<file path="src/rtl/alu_seq.sv">
// alu_seq: parametrised multi-cycle ALU with valid/ready handshakes on input and output.
// Single-cycle ops finish in one cycle. MUL/MULHU use an iterative shift-add unit.
// DIVU/REMU use a restoring divider that is built only when ALU_SEQ_DIV_EN is defined;
// when it is undefined, those two opcodes are reported as illegal.
module alu_seq #(
  parameter  int unsigned WIDTH = 32,
  localparam int unsigned SHW   = $clog2(WIDTH)
) (
  input  logic             clk,
  input  logic             reset_n,
  input  logic             in_valid,
  output logic             in_ready,
  input  logic [WIDTH-1:0] srca,
  input  logic [WIDTH-1:0] srcb,
  input  logic [3:0]       alucontrol,
  input  logic [SHW-1:0]   shamt,
  output logic             out_valid,
  input  logic             out_ready,
  output logic [WIDTH-1:0] aluout,
  output logic             zero,
  output logic             err
);

  localparam logic [3:0] OP_AND   = 4'b0000;
  localparam logic [3:0] OP_OR    = 4'b0001;
  localparam logic [3:0] OP_ADD   = 4'b0010;
  localparam logic [3:0] OP_XOR   = 4'b0011;
  localparam logic [3:0] OP_SLL   = 4'b0100;
  localparam logic [3:0] OP_SRL   = 4'b0101;
  localparam logic [3:0] OP_SRA   = 4'b0110;
  localparam logic [3:0] OP_SLT   = 4'b0111;
  localparam logic [3:0] OP_SLTU  = 4'b1000;
  localparam logic [3:0] OP_SUB   = 4'b1001;
  localparam logic [3:0] OP_MUL   = 4'b1010;
  localparam logic [3:0] OP_MULHU = 4'b1011;
  localparam logic [3:0] OP_DIVU  = 4'b1100;
  localparam logic [3:0] OP_REMU  = 4'b1101;

  typedef enum logic [1:0] {ST_IDLE, ST_MUL, ST_DIV, ST_DONE} state_e;

  state_e             state_q, state_d;
  logic               out_valid_q, out_valid_d;
  logic [WIDTH-1:0]   aluout_q, aluout_d;
  logic               zero_q, zero_d;
  logic               err_q, err_d;
  logic [2*WIDTH-1:0] acc_q, acc_d;     // {hi, lo}: product, or {remainder, quotient}
  logic [WIDTH-1:0]   opnd_q, opnd_d;   // multiplicand or divisor
  logic [3:0]         op_q, op_d;
  logic [SHW-1:0]     cnt_q, cnt_d;

  logic               busy;
  logic               accept;
  logic               op_is_mul;
  logic               op_is_div;
  logic [WIDTH-1:0]   sc_res;
  logic               sc_err;
  logic [WIDTH:0]     mul_sum;
  logic [2*WIDTH-1:0] mul_next;
  logic [2*WIDTH-1:0] iter_next;
  logic [WIDTH-1:0]   iter_res;
  logic               res_hi;
  logic               last_step;

  assign busy      = (state_q == ST_MUL) || (state_q == ST_DIV);
  assign in_ready  = !busy && (!out_valid_q || out_ready);
  assign accept    = in_valid && in_ready;
  assign op_is_mul = (alucontrol == OP_MUL) || (alucontrol == OP_MULHU);

  assign out_valid = out_valid_q;
  assign aluout    = aluout_q;
  assign zero      = zero_q;
  assign err       = err_q;

  // Single-cycle result and illegal-opcode decode.
  always_comb begin
    sc_res = '0;
    sc_err = 1'b0;
    case (alucontrol)
      OP_AND:  sc_res = srca & srcb;
      OP_OR:   sc_res = srca | srcb;
      OP_ADD:  sc_res = srca + srcb;
      OP_XOR:  sc_res = srca ^ srcb;
      OP_SLL:  sc_res = srca << shamt;
      OP_SRL:  sc_res = srca >> shamt;
      OP_SRA:  sc_res = WIDTH'($signed(srca) >>> shamt);
      OP_SLT:  sc_res = {{(WIDTH-1){1'b0}}, ($signed(srca) < $signed(srcb))};
      OP_SLTU: sc_res = {{(WIDTH-1){1'b0}}, (srca < srcb)};
      OP_SUB:  sc_res = srca - srcb;
      default: sc_err = 1'b1;
    endcase
  end

  // One shift-add multiply step: add the multiplicand when the low bit is set, then shift right.
  always_comb begin
    mul_sum  = {1'b0, acc_q[2*WIDTH-1:WIDTH]} + (acc_q[0] ? {1'b0, opnd_q} : '0);
    mul_next = {mul_sum, acc_q[WIDTH-1:1]};
  end

`ifdef ALU_SEQ_DIV_EN
  logic [WIDTH:0]     div_shift;
  logic               div_ge;
  logic [WIDTH-1:0]   div_rem;
  logic [2*WIDTH-1:0] div_next;

  // One restoring divide step; a zero divisor naturally yields all-ones quotient and rem = dividend.
  always_comb begin
    div_shift = {acc_q[2*WIDTH-1:WIDTH], acc_q[WIDTH-1]};
    div_ge    = div_shift >= {1'b0, opnd_q};
    div_rem   = div_ge ? WIDTH'(div_shift - {1'b0, opnd_q}) : div_shift[WIDTH-1:0];
    div_next  = {div_rem, acc_q[WIDTH-2:0], div_ge};
  end

  assign iter_next = (state_q == ST_DIV) ? div_next : mul_next;
  assign op_is_div = (alucontrol == OP_DIVU) || (alucontrol == OP_REMU);
`else
  assign iter_next = mul_next;
  assign op_is_div = 1'b0;
`endif

  assign res_hi    = (op_q == OP_MULHU) || (op_q == OP_REMU);
  assign iter_res  = res_hi ? iter_next[2*WIDTH-1:WIDTH] : iter_next[WIDTH-1:0];
  assign last_step = (cnt_q == SHW'(WIDTH-1));

  // Next-state and registered-output logic.
  always_comb begin
    state_d     = state_q;
    out_valid_d = out_valid_q;
    aluout_d    = aluout_q;
    zero_d      = zero_q;
    err_d       = err_q;
    acc_d       = acc_q;
    opnd_d      = opnd_q;
    op_d        = op_q;
    cnt_d       = cnt_q;
    case (state_q)
      ST_MUL, ST_DIV: begin
        acc_d = iter_next;
        cnt_d = cnt_q + SHW'(1);
        if (last_step) begin
          state_d     = ST_DONE;
          out_valid_d = 1'b1;
          aluout_d    = iter_res;
          zero_d      = (iter_res == '0);
          err_d       = 1'b0;
        end
      end
      default: begin
        if (out_valid_q && out_ready) begin
          out_valid_d = 1'b0;
          state_d     = ST_IDLE;
        end
        if (accept) begin
          op_d  = alucontrol;
          cnt_d = '0;
          if (op_is_mul) begin
            state_d = ST_MUL;
            acc_d   = {{WIDTH{1'b0}}, srcb};
            opnd_d  = srca;
          end else if (op_is_div) begin
            state_d = ST_DIV;
            acc_d   = {{WIDTH{1'b0}}, srca};
            opnd_d  = srcb;
          end else begin
            state_d     = ST_DONE;
            out_valid_d = 1'b1;
            aluout_d    = sc_res;
            zero_d      = (sc_res == '0);
            err_d       = sc_err;
          end
        end
      end
    endcase
  end

  // State and datapath registers; reset discards any in-flight operation.
  always_ff @(posedge clk or negedge reset_n) begin
    if (!reset_n) begin
      state_q     <= ST_IDLE;
      out_valid_q <= 1'b0;
      aluout_q    <= '0;
      zero_q      <= 1'b0;
      err_q       <= 1'b0;
      acc_q       <= '0;
      opnd_q      <= '0;
      op_q        <= '0;
      cnt_q       <= '0;
    end else begin
      state_q     <= state_d;
      out_valid_q <= out_valid_d;
      aluout_q    <= aluout_d;
      zero_q      <= zero_d;
      err_q       <= err_d;
      acc_q       <= acc_d;
      opnd_q      <= opnd_d;
      op_q        <= op_d;
      cnt_q       <= cnt_d;
    end
  end

endmodule

</file>
<file path="config.mk">
export PLATFORM = sky130hd
export DESIGN_NAME = alu_seq
export DESIGN_NICKNAME = d
export VERILOG_FILES = /design/src/rtl/alu_seq.sv
export SDC_FILE = /design/constraint.sdc
export NUM_CORES = 1
export LEC_CHECK = 0
export CORE_MARGIN = 2
export CORE_UTILIZATION = 35
export CTS_CLUSTER_SIZE = 20
export DETAILED_ROUTE_END_ITERATION = 8
export PLACE_DENSITY = 0.62
export SYNTH_ARGS = -nofsm -noshare
export SYNTH_HDL_FRONTEND = slang
export SYNTH_SLANG_ARGS = --single-unit
export TNS_END_PERCENT = 50
</file>
<file path="constraint.sdc">
create_clock -name clk -period 6 [get_ports clk]
set_clock_uncertainty 0.15 [all_clocks]
set_input_delay 1.8 -clock clk [delete_from_list [all_inputs] [get_ports clk]]
set_output_delay 1.8 -clock clk [all_outputs]
set_load 0.03 [all_outputs]
</file>
==> results.json, run 1 <==
{
  "ys.flop_type": "dfrtp_1",
  "ys_warn_count": 0,
  "synth_edf_count": 0,
  "firstDrtPassIters": 8,
  "ys_seq_elements": 142,
  "clock-sinks": 142,
  "synth_compound_area_share_pct": 30.2,
  "wl_met3_um": 7160,
  "coreArea_mm2": 0.0523,
  "status": "finished clean",
  "drtIter0Drc": 2412,
  "max_freq_ghz": 0.171,
  "crit_arrival_ps": 6060,
  "worst_pin_slew_ps": 1120,
  "cpMostUsedCell": "buf_4",
  "vdd.ir_drop.worst_v": 0.000343,
  "postCtsSetupBuffers": 0,
  "routed_via_density": 6.11,
  "die_w_um": 234,
  "grt_usage_pct": 32.5,
  "multi_input_area_mm2": 0.0137,
  "netlist_instances": 2499,
  "cts-root-buf": "clkbuf_16",
  "finalCritPeriodShare_pct": 97.5,
  "synth_cell_type_count": 97,
  "synth_xor_area_share_pct": 2.32,
  "cts_tree": "built",
  "syn_nets": 2712,
  "fillers": 5387,
  "hold_viol_final": 0,
  "rows": 84,
  "synth_area_per_cell_um2": 7.39,
  "preCtsSetupSlack_ps": -312,
  "ant_nets": 0,
  "synthMuxAreaShare_pct": 10.8,
  "hpwl_um": 72300,
  "worstPathCellList": "clkdlybuf4s50_1 -> ha_1 -> inv_1 -> fa_1 -> nor2b_1 -> o211ai_1 -> buf_4 -> a211oi_1 -> buf_4 -> nor2_1 -> o311ai_0 -> xnor2_1 -> nor2_1 -> a211oi_1 -> o2111ai_1 -> nor4_2 -> buf_4 -> nand3_1 -> o31ai_2",
  "start_kind": "input port",
  "synth_top_cell_area_share_pct": 19.2,
  "synth.most_common_cell": "nand2_1",
  "slew_headroom_pct": 24.9,
  "cpPeakStageDelay_ps": 570,
  "syn2layout_area_growth_pct": 25.0,
  "slowest_stage": "clkdlybuf4s50_1",
  "io_pins": 113,
  "numPortBuffers": 112,
  "antenna_found_initial": 4,
  "path_max_fanout": 4,
  "synth_top_cell_by_area": "dfrtp_1",
  "setup_slack_ps": 149,
  "p_per_area_mw_per_mm2": 307,
  "grt_pass1_wl_um": 132000,
  "synth_top_family_by_area": "compound AO/OA/AOI/OAI gates",
  "period_minus_slack_ps": 5850,
  "drive_above_1_share_pct": 18.7,
  "dieHeight_um": 234,
  "grt_pass1_vias": 20400,
  "clk_pin_slew_ps": 70,
  "crit_buf_inv": 5,
  "grt_setup_unrepaired": "no",
  "synthTopCellsByArea": "dfrtp_1 (19%), ha_1 (9.0%), nand2_1 (6.9%)",
  "drc": 0,
  "rrSetupSlack_ps": 1170,
  "clock_latency_ps": 440,
  "critPathKind": "input port to flip-flop",
  "avgRoutedWirePerCell_um": 25.6,
  "seq_area_mm2": 0.00355,
  "crit_required_ps": 6210,
  "gp_congestion": 1.04,
  "grt_max_degree": 137,
  "p_leak_nw": 10.2,
  "die_area_mm2": 0.0546,
  "grt_remaining_overflow": 0,
  "critical_path.top_delay_family": "compound AO/OA/AOI/OAI gates",
  "drv_slew": 0,
  "setup_viol": 0,
  "drt-total-wl_um": 89700,
  "synth_simple_gate_area_share_pct": 21.2,
  "synth-adder-area-share_pct": 9.34,
  "syn-cell-area_mm2": 0.0185,
  "wl_met1_um": 39800,
  "htreeDepth": 4,
  "worstSetupEndpointType": "flip-flop",
  "via_count": 21400,
  "cap_viol_max_count": 0,
  "finish.utilization_pct": 44.1,
  "synth_seq_area_share_pct": 19.2,
  "hold_class": "flip-flop to flip-flop",
  "start_util_pct": 35.3,
  "numCtsBuffers": 17,
  "nets": 3019,
  "wl_met2_um": 39300,
  "top_layer": "met5",
  "clockBufferDepth": 2,
  "synthArstFlopShare_pct": 100,
  "synthTopCellsByCount": "nand2_1 (337), a21oi_1 (235), o21ai_0 (219), nor2_1 (206), dfrtp_1 (142)"
}
==> tightest hold or removal path, cell delays in order, from the launching register on <==
cell     delay [ps]
dfrtp_1         330
nand2_1          40
o21ai_0          60
==> flip-flops by register name (all words and copies together) (netlist names) <==
name,flops
state_q,2
acc_q,64
zero,1
aluout,32
opnd_q,32
cnt_q,5
op_q,4
err,1
out_valid,1
==> metrics by stage <==
step | std cells | total power [mW] | TNS [ps] | hold slack (ps) | instance area, µm²
2_1_floorplan | 2499 | 4.32 | 0 | 292 | 18500
3_3_place_gp | 3475 | 5.87 | -387 | 308 | 22500
3_5_place_dp | 3475 | 5.97 | -498 | 313 | 22500
4_1_cts | 3507 | 7.02 | 0 | 327 | 23000
5_1_grt | 3507 | 7.55 | 0 | 355 | 23100
6_report | 3508 | 7.08 | 0 | 322 | 23100
==> cells by family after synthesis <==
kind of cell / Yosys count
flip-flops: 142
adder cells (fa/ha/maj): 136
AND/OR/NAND/NOR: 844
multiplexers: 143
buffers and inverters: 305
AO/OA/AOI/OAI: 880
XOR/XNOR: 49
==> where the power goes <==
| part | internal, mW | switching, mW | leakage, nW |
|---|---|---|---|
| clock | 0.549 | 0.478 | 0.271 |
| combinational | 1.61 | 2.74 | 8.16 |
| sequential | 1.40 | 0.303 | 1.76 |
==> path summary, 6_finish.rpt <==
path                                          endpoint              startpoint  cells after the start
worst min-delay path            opnd_q[12]$_DFFE_PN0P_  opnd_q[12]$_DFFE_PN0P_                      2
worst max register to register        zero$_DFFE_PN0P_    acc_q[0]$_DFFE_PN0P_                     16
min in group asynchronous       state_q[0]$_DFFE_PN0P_                 reset_n                      1
worst min register to register  opnd_q[12]$_DFFE_PN0P_  opnd_q[12]$_DFFE_PN0P_                      2
worst max-delay path                  zero$_DFFE_PN0P_                 srcb[0]                     19
max in group asynchronous        acc_q[62]$_DFFE_PN0P_                 reset_n                      2
==> cells in the final DEF (no fill, tap or decap), types with 29 or more instances in the layout <==
cell	instances
ha_1	133
nor2_1	204
a31oi_1	29
mux4_2	41
a21oi_1	234
o22ai_1	50
nand3_1	46
o21ai_0	218
a21o_1	30
buf_4	363
xnor2_1	30
a211oi_1	33
a22oi_1	30
clkdlybuf4s50_1	105
and2_1	51
dfrtp_1	142
nand2_1	337
mux2i_1	70
inv_1	109
nor3_1	45
==> area by class of cell <==
type	count	share of cell area [%]
Antenna cell	1	0.0108
Clock buffer	17	1.84
Clock inverter	15	0.591
Inverter	112	1.82
Multi-Input combinational cell	2052	59.4
Sequential cell	142	15.4
Tap cell	688	3.73
Timing Repair Buffer	481	17.2
==> per-layer routing <==
metal / vias up / track usage, %
met4: 2 / 11.8
met2: 1122 / 50.4
met3: 184 / 3.74
met1: 10400 / 46.2
met5: - / 0
li1: 9769 / -
==> what timing repair did <==
item,4_1_cts,5_1_grt
gates resized for setup,0,7
setup endpoints to repair,0,2
hold buffers,0,0
(Power assumes the default switching activity.)
==> inputs of run 2 (changes only) <==
--- a/config.mk
+++ b/config.mk
@@ -13,4 +13,4 @@
 export SYNTH_ARGS = -nofsm -noshare
 export SYNTH_HDL_FRONTEND = slang
 export SYNTH_SLANG_ARGS = --single-unit
-export TNS_END_PERCENT = 50
+export TNS_END_PERCENT = 30
==> results of run 2 <==
Same layout as run 1: the final DEF is identical, and so are final timing and power.
